[config.mk]
export PLATFORM = sky130hd
export DESIGN_NAME = data_mem_arbiter
export DESIGN_NICKNAME = d
export VERILOG_FILES = /design/src/rtl/data_mem_arbiter.sv
export SDC_FILE = /design/constraint.sdc
export NUM_CORES = 1
export LEC_CHECK = 0
export CORE_AREA = 4 4 140 142
export CTS_BUF_LIST = sky130_fd_sc_hd__clkbuf_4
export DETAILED_ROUTE_END_ITERATION = 10
export DIE_AREA = 0 0 144 146
export GPL_TIMING_DRIVEN = 0
export HOLD_SLACK_MARGIN = 0.06
export SETUP_SLACK_MARGIN = 0.3
export SYNTH_ARGS = -nofsm -noshare
export SYNTH_HDL_FRONTEND = slang
export SYNTH_SLANG_ARGS = --single-unit
[constraint.sdc]
create_clock -name Clk -period 1.7 [get_ports Clk]
set_clock_uncertainty 0.1 [all_clocks]
set_input_delay 0.17 -clock Clk [delete_from_list [all_inputs] [get_ports Clk]]
set_output_delay 0.17 -clock Clk [all_outputs]
set_load 0.1 [all_outputs]
[src/rtl/data_mem_arbiter.sv]
// Arbitrates the single DataMemory port between the CPU MEM stage and a DMA/debug port.
// Optional performance counters are enabled by defining DATA_MEM_ARB_PERF_EN.
module data_mem_arbiter #(
  parameter int MAX_STREAK = 4,
  parameter int CNT_W      = 3
) (
  input  logic        Clk,
  input  logic        Reset,
  input  logic        cMemRead,
  input  logic [1:0]  cMemWrite,
  input  logic [31:0] ALUResult,
  input  logic [31:0] ReadReg2,
  output logic        ocCpuStall,
  output logic [31:0] oCpuReadData,
  input  logic        DmaReq,
  input  logic        DmaRead,
  input  logic [1:0]  DmaWrite,
  input  logic [31:0] DmaAddr,
  input  logic [31:0] DmaWData,
  output logic        oDmaAck,
  output logic [31:0] oDmaRData,
  output logic [31:0] oMemAddr,
  output logic [31:0] oMemWData,
  output logic [1:0]  ocMemWrite,
  output logic        ocMemRead,
  input  logic [31:0] MemReadData,
  output logic [31:0] oStallCount,
  output logic [31:0] oDmaCount
);

  typedef enum logic {
    ARB = 1'b0,
    ACK = 1'b1
  } state_e;

  localparam logic [CNT_W-1:0] MaxStreak = CNT_W'(MAX_STREAK);

  state_e           state_q, state_d;
  logic [CNT_W-1:0] streak_q, streak_d;
  logic             dma_ack_q, dma_ack_d;
  logic [31:0]      dma_rdata_q, dma_rdata_d;

  logic cpu_req;
  logic dma_grant;
  logic cpu_grant;

  assign cpu_req   = cMemRead | (cMemWrite != 2'b00);
  // In ACK the DMA request is ignored, so the CPU is guaranteed progress after a forced stall.
  assign dma_grant = (state_q == ARB) & DmaReq & (~cpu_req | (streak_q == MaxStreak));
  assign cpu_grant = cpu_req & ~dma_grant;

  assign ocCpuStall   = cpu_req & dma_grant;
  assign oCpuReadData = MemReadData;
  assign oDmaAck      = dma_ack_q;
  assign oDmaRData    = dma_rdata_q;

  always_comb begin
    oMemAddr   = '0;
    oMemWData  = '0;
    ocMemWrite = '0;
    ocMemRead  = 1'b0;
    if (dma_grant) begin
      oMemAddr   = DmaAddr;
      oMemWData  = DmaWData;
      ocMemWrite = DmaWrite;
      ocMemRead  = DmaRead;
    end else if (cpu_grant) begin
      oMemAddr   = ALUResult;
      oMemWData  = ReadReg2;
      ocMemWrite = cMemWrite;
      ocMemRead  = cMemRead;
    end
  end

  // NOTE: every signal assigned in always_comb gets a default first, so no latch is inferred.
  always_comb begin
    state_d     = state_q;
    streak_d    = streak_q;
    dma_ack_d   = dma_grant;
    dma_rdata_d = dma_rdata_q;

    case (state_q)
      ARB:     if (dma_grant) state_d = ACK;
      ACK:     state_d = ARB;
      default: state_d = ARB;
    endcase

    if (dma_grant) begin
      streak_d    = '0;
      dma_rdata_d = MemReadData;
    end else if (!DmaReq) begin
      streak_d = '0;
    end else if (cpu_grant && (streak_q != MaxStreak)) begin
      streak_d = streak_q + 1'b1;
    end
  end

  // NOTE: sequential state uses non-blocking assignments so all flops update from pre-edge values.
  always_ff @(posedge Clk) begin
    if (!Reset) begin
      state_q     <= ARB;
      streak_q    <= '0;
      dma_ack_q   <= 1'b0;
      // NOTE: the read-data holding register is reset too, so oDmaRData is defined out of reset.
      dma_rdata_q <= '0;
    end else begin
      state_q     <= state_d;
      streak_q    <= streak_d;
      dma_ack_q   <= dma_ack_d;
      dma_rdata_q <= dma_rdata_d;
    end
  end

`ifdef DATA_MEM_ARB_PERF_EN
  logic [31:0] stall_cnt_q, stall_cnt_d;
  logic [31:0] dma_cnt_q, dma_cnt_d;

  always_comb begin
    stall_cnt_d = stall_cnt_q;
    dma_cnt_d   = dma_cnt_q;
    if (ocCpuStall) stall_cnt_d = stall_cnt_q + 32'd1;
    if (dma_ack_q)  dma_cnt_d   = dma_cnt_q + 32'd1;
  end

  always_ff @(posedge Clk) begin
    if (!Reset) begin
      stall_cnt_q <= '0;
      dma_cnt_q   <= '0;
    end else begin
      stall_cnt_q <= stall_cnt_d;
      dma_cnt_q   <= dma_cnt_d;
    end
  end

  assign oStallCount = stall_cnt_q;
  assign oDmaCount   = dma_cnt_q;
`else
  assign oStallCount = '0;
  assign oDmaCount   = '0;
`endif

endmodule
==> impl_metrics.ini <==
[critical_path]
timing.rr.start = streak_q[1]$_SDFFE_PP0P_
cp-start-kind = flip-flop
critPathMaxFanout = 6
endpoint_kind = output pin
cp-startpoint = streak_q[1]$_SDFFE_PP0P_
path_class = reg2out
critical_path_required_ns = 1.43
arrival_ns = 1.96
rr_worst_depth = 9

[placement]
dpl.hpwl_um = 13510
pre_cts_slack_ns = -1.728
io_buffers = 300
routabilityCongestion = 0.7824
placed_area_mm2 = 0.006753

[routing]
drtPass1Iterations = 4
first_iter_violations = 59
routedWlPerCell_um = 17.39
vias = 3727
drc = 0
drt-total-wl_um = 16940
avgViaCountPerCell = 3.826
antenna_left = 0

[sta]
hold_viol = 0
fin_tns_setup_ns = -34.41
setup_slack_ns = -0.5338
setup_violations = 88
period_needed_ns = 2.234
fin_crit_sh_pct = 131.4
whs_ns = 0.1098
rsz0062_at_grt = yes
fmax_ghz = 0.4477
final_max_slew_viol_count = 0

[finish]
antenna_cells = 0
multi_input_area_mm2 = 0.002098
finalNetCount = 910
utilization_pct = 43.13
design_area_mm2 = 0.007960
fill_cells = 1800
regArea_um2 = 743.2
area_growth_pct = 162.5
drive_gt1_share_pct = 47.84

[synth]
synth_cells = 352
syn_avg_cell_area_um2 = 8.616
yosysWarnings = 0
synth_seq_area_share_pct = 24.42
netlist_area_mm2 = 0.003033
ys_types = 26
ys_ff_latch = 37

[min_path]
min_path_cells = 3
hp-class = in2reg
worstHoldStart = Reset

[clock_network]
clk_path_buf_depth = 2
root_buffer = clkbuf_4
cts_hold_buf = 0
cts-buffers-inserted = 5
clkTransAtPathRegs_ns = 0.13
cts.sinks = 37
clock_latency_ns = 0.34
tritoncts = yes
h-tree-depth = 2

[floorplanning]
fp.dieW_um = 144
start_util_pct = 16.43
row_count = 50
fp.dieArea_mm2 = 0.02102
core_area_mm2 = 0.01846
ios = 366
die_h_um = 146

[global_route]
grt_pass1_vias = 3863
antenna_found_initial = 1
grt_usage_pct = 14.80
grt_pass1_wl_um = 23960
grt_max_degree = 13
grt_overflow = 0

[status]
violations = setup timing
status = finished with violations

[power_and_ir_drop]
ir_worst_vdd_v = 0.0002512
power_density_mw_per_mm2 = 656.1
p_leak_nw = 3.680

[job]
cap_violations = 0
## cell usage in the layout (no fill, tap or decap), types with 2 or more instances in the layout
cell type,Yosys,routed
clkbuf_1,7,7
and2_1,4,3
nand3_1,3,3
a21oi_1,5,2
conb_1,1,64
buf_4,97,170
a21oi_2,1,2
o21ba_4,0,3
mux2i_1,32,31
o211ai_1,2,2
nand2_1,66,66
clkbuf_4,0,6
dfxtp_1,37,35
a22o_4,0,49
buf_6,14,9
dfxtp_2,0,2
a21oi_4,0,2
buf_8,2,11
clkdlybuf4s50_1,0,164
dlygate4sd2_1,0,3
buf_12,0,72
a22o_2,0,15
inv_2,0,2
## per-stage QoR
| step | std cells | power (W) |
|---|---|---|
| detailed placement | 949 | 0.004143 |
| global route | 974 | 0.005388 |
| global placement | 949 | 0.004146 |
| finish | 974 | 0.005223 |
| floorplan | 415 | 0.003301 |
| CTS | 971 | 0.005201 |
## logic make-up after synthesis
group	count (synthesis)	synth area share, %
buffers and inverters	124	31.60
multiplexers	32	10.56
other	1	0.1236
adder cells (fa/ha/maj)	2	0.8250
flip-flops	37	24.42
AND/OR/NAND/NOR	79	10.89
AO/OA/AOI/OAI	77	21.58
## sequential cells by signal, indices dropped and copies added, names as in the netlist
name and cells:
oDmaRData 32, streak_q 3, oDmaAck 1, state_q 1
## Yosys cell counts
| cell | number | area [µm²] |
|---|---|---|
| nand2b_1 | 1 | 6.260 |
| buf_4 | 97 | 728.2 |
| dfxtp_1 | 37 | 740.7 |
| inv_1 | 3 | 11.26 |
| a22o_1 | 64 | 560.5 |
| nor2_1 | 1 | 3.750 |
| nand2_1 | 66 | 247.7 |
| clkbuf_1 | 7 | 26.28 |
| and2_1 | 4 | 25.02 |
| mux2i_1 | 32 | 320.3 |
| nand3_1 | 3 | 15.01 |
| nand4b_1 | 1 | 8.760 |
| a32oi_1 | 1 | 8.760 |
| or4_1 | 1 | 7.510 |
| or3_4 | 1 | 11.26 |
| conb_1 | 1 | 3.750 |
| o211ai_1 | 2 | 15.01 |
| buf_8 | 2 | 30.03 |
| buf_2 | 1 | 5.000 |
| nor3_1 | 1 | 5.000 |
| o21ba_2 | 3 | 30.03 |
| ha_1 | 2 | 25.02 |
| a21oi_1 | 5 | 25.02 |
| a21oi_2 | 1 | 8.760 |
| a31oi_1 | 1 | 6.260 |
| buf_6 | 14 | 157.7 |
## final timing paths
| path | endpoint | slack, ns |
|---|---|---|
| min | oDmaRData[24]$_SDFFE_PN0P_ | 0.11 |
| max | oMemWData[26] | -0.53 |
| min reg2reg | oDmaRData[6]$_SDFFE_PN0P_ | 0.36 |
| max reg2reg | oDmaRData[12]$_SDFFE_PN0P_ | -0.09 |
## routing by layer
layer  share of wire [%]  track usage, %  wire length, µm
met2                  50           26.21             8456
met4                 2.2           3.908              367
met3                 9.6           4.634             1630
met5               0.077               0               13
met1                  38           17.04             6469
## layout make-up
| cell class | count | area share, % |
|---|---|---|
| Timing Repair Buffer | 317 | 46.40 |
| Multi-Input combinational cell | 254 | 26.36 |
| Buffer | 121 | 13.03 |
| Sequential cell | 37 | 9.337 |
| Tap cell | 234 | 3.678 |
| Clock buffer | 6 | 0.5659 |
| Clock inverter | 2 | 0.4873 |
| Inverter | 3 | 0.1415 |
## power breakdown
part / internal [W] / leakage (nW) / switching (W) / total, W
clock network: 0.000329 / 0.0459 / 0.000324 / 0.000653
logic: 0.00127 / 3.33 / 0.00240 / 0.00367
registers: 0.000888 / 0.300 / 0.0000107 / 0.000899
## worst max-delay path: stages, from the launching register on
cell and delay, ns:
dfxtp_2 0.35, inv_2 0.06, ha_4 0.13, nand4b_1 0.15, and2_4 0.20, buf_12 0.14, clkbuf_16 0.16, a22o_4 0.24
buf_12 0.17
## what timing repair did
action,4_1_cts,5_1_grt
setup buffers,11,2
setup endpoints to repair,167,104
pin swaps,7,6
resized for setup,1047,37
gates cloned,3,1
(Power assumes the default switching activity.)
==> variant, RTL diff (same settings) <==
The option `DATA_MEM_ARB_PERF_EN` is turned on by a define.
--- a/src/rtl/data_mem_arbiter.sv
+++ b/src/rtl/data_mem_arbiter.sv
@@ -1,4 +1,6 @@
 // Arbitrates the single DataMemory port between the CPU MEM stage and a DMA/debug port.
 // Optional performance counters are enabled by defining DATA_MEM_ARB_PERF_EN.
+`define DATA_MEM_ARB_PERF_EN
+
 module data_mem_arbiter #(
   parameter int MAX_STREAK = 4,
Behaviour: not the same (Yosys sat finds a counterexample within 4 cycles, from zero or initial values and one cycle with Reset low).
==> variant against the original RTL <==
The flow still finishes with violations (setup timing). Sequential cell count increased by 64. Global-route usage increased by 10 points. Routed wire length increased by 67%. Clock power is 100% higher. Maximum frequency decreased by 16%. Worst setup slack got worse by 420 ps. Count of clock-buffer cells in the layout rose by 5. Design area increased by 71%. Power up 33%. Synthesized area rose by 69%. Cell count is 37% higher. Critical path type unchanged. Largest power group unchanged.
==> variant: results (changes against the original RTL) <==
- Final setup margin: -958 ps (-424 ps)
- First-pass GRT wire length: 40100 um (+67%)
- Reg2reg setup slack: -480 ps (-390 ps)
- Dpl cell area: 10300 um^2 (+52%)
- TritonCTS Buffers: 9 (+4)
- Largest cells by area after synthesis: dfxtp_1, a22o_1, nand2_1
- Post-synthesis mux area share: 0.00610 (-0.0995)
- Non-clk invs: 11 (+8)
- Count of cell types in the netlist: 41 (+58%)
- Clock network fraction of design power: 0.191 (+0.066)
- Vias in the first global route: 6523 (+69%)
- Synth Area in Adders: 0.00976 (+0.00151)
- Most frequent cells after synthesis: dfxtp_1, nand2_1, a22o_1
- Total power: 6950 uW (+33%)
- Failing checks: setup timing
- Worst IR Drop VDD: 350 uV (+39%)
- Register area share after synthesis: 0.394 (+0.150)
- Routed WL: 28200 um (+67%)
- Non-clock buffers: 532 (+21%)
- Ant diodes: 1 (+1)
- Seq Cell Count: 101 (+170%)
- CP arrival: 2390 ps (+430 ps)
- Crit path max fanout: 5 (-1)
- Setup-failing EPs final: 142 (+61%)
- Multi-input gate count: 440 (+73%)
- Buffering overhead: 0.505 (-0.0897)
- Vias per cell: 4.86 (+27%)
- Outcome: finished with violations
- Clock buf count: 11 (+5)
- Layout cells sized above 1: 0.605 (+0.127)
- Switching Fraction: 0.406 (-0.117)
- Drt initial violations: 184 (+210%)
- Fin nets: 1268 (+39%)
- Post-Synth XOR/XNOR Area: 0.0734 (+0.0734)
- Sequential share of cell area: 0.168 (+0.0741)
- Lkg Pwr: 0.00566 uW (+54%)
- Detailed placement HPWL: 20600 um (+53%)
## variant: repair_timing
item                                   4_1_cts  5_1_grt
hold buffers                                 1        0
gates cloned                                 7        4
endpoints found under the hold margin        1        0
resized for setup                         1658      268
pin swaps                                   59       64
setup endpoints to repair                  296      254
setup buffers                               50       37
## variant: critical path: stages, from the launching register on
cell and delay [ps]:
dfxtp_2 360, inv_2 60, ha_4 140, and2_4 160, nor2_4 50, nor3b_4 210
buf_6 170, nor2_4 60, buf_12 140, buf_12 130, a22o_4 240, buf_12 170
## variant: cell families (layout without fill, tap and decap cells)
| kind of cell | Yosys count | count (layout) |
|---|---|---|
| and+or+nand+nor | 252 | 252 |
| buffers and inverters | 79 | 559 |
| DFF | 101 | 101 |
| AOI/OAI and AO/OA | 138 | 138 |
| xor gates and xnor gates | 43 | 43 |
| muxes | 3 | 3 |
| adders and majority gates | 4 | 4 |
| other | 0 | 1 |
## variant: final timing paths
kind	end	cells past startpoint	startpoint
worst max-delay path	oMemAddr[28]	11	streak_q[1]
worst min-delay path	oDmaRData[21]	3	MemReadData[21]
worst max register to register	oDmaRData[25]	12	streak_q[0]
worst min register to register	oDmaRData[14]	2	oDmaRData[14]
## variant: routing by layer
| metal | wire length [um] | up-vias |
|---|---|---|
| li1 | - | 3115 |
| met5 | 13 | - |
| met1 | 10600 | 3149 |
| met2 | 15300 | 195 |
| met3 | 1970 | 28 |
| met4 | 372 | 2 |
## variant: metrics by stage
step           std cells  worst slack (ps)  TNS [ps]  hold slack [ps]
5_1_grt             1334             -1040    -93270              132
6_report            1335              -958    -81200              147
3_5_place_dp        1219             -2190   -220910              344
2_1_floorplan        620              -317    -24640              188
4_1_cts             1293              -970    -70830              123
3_3_place_gp        1219             -2210   -223260              339
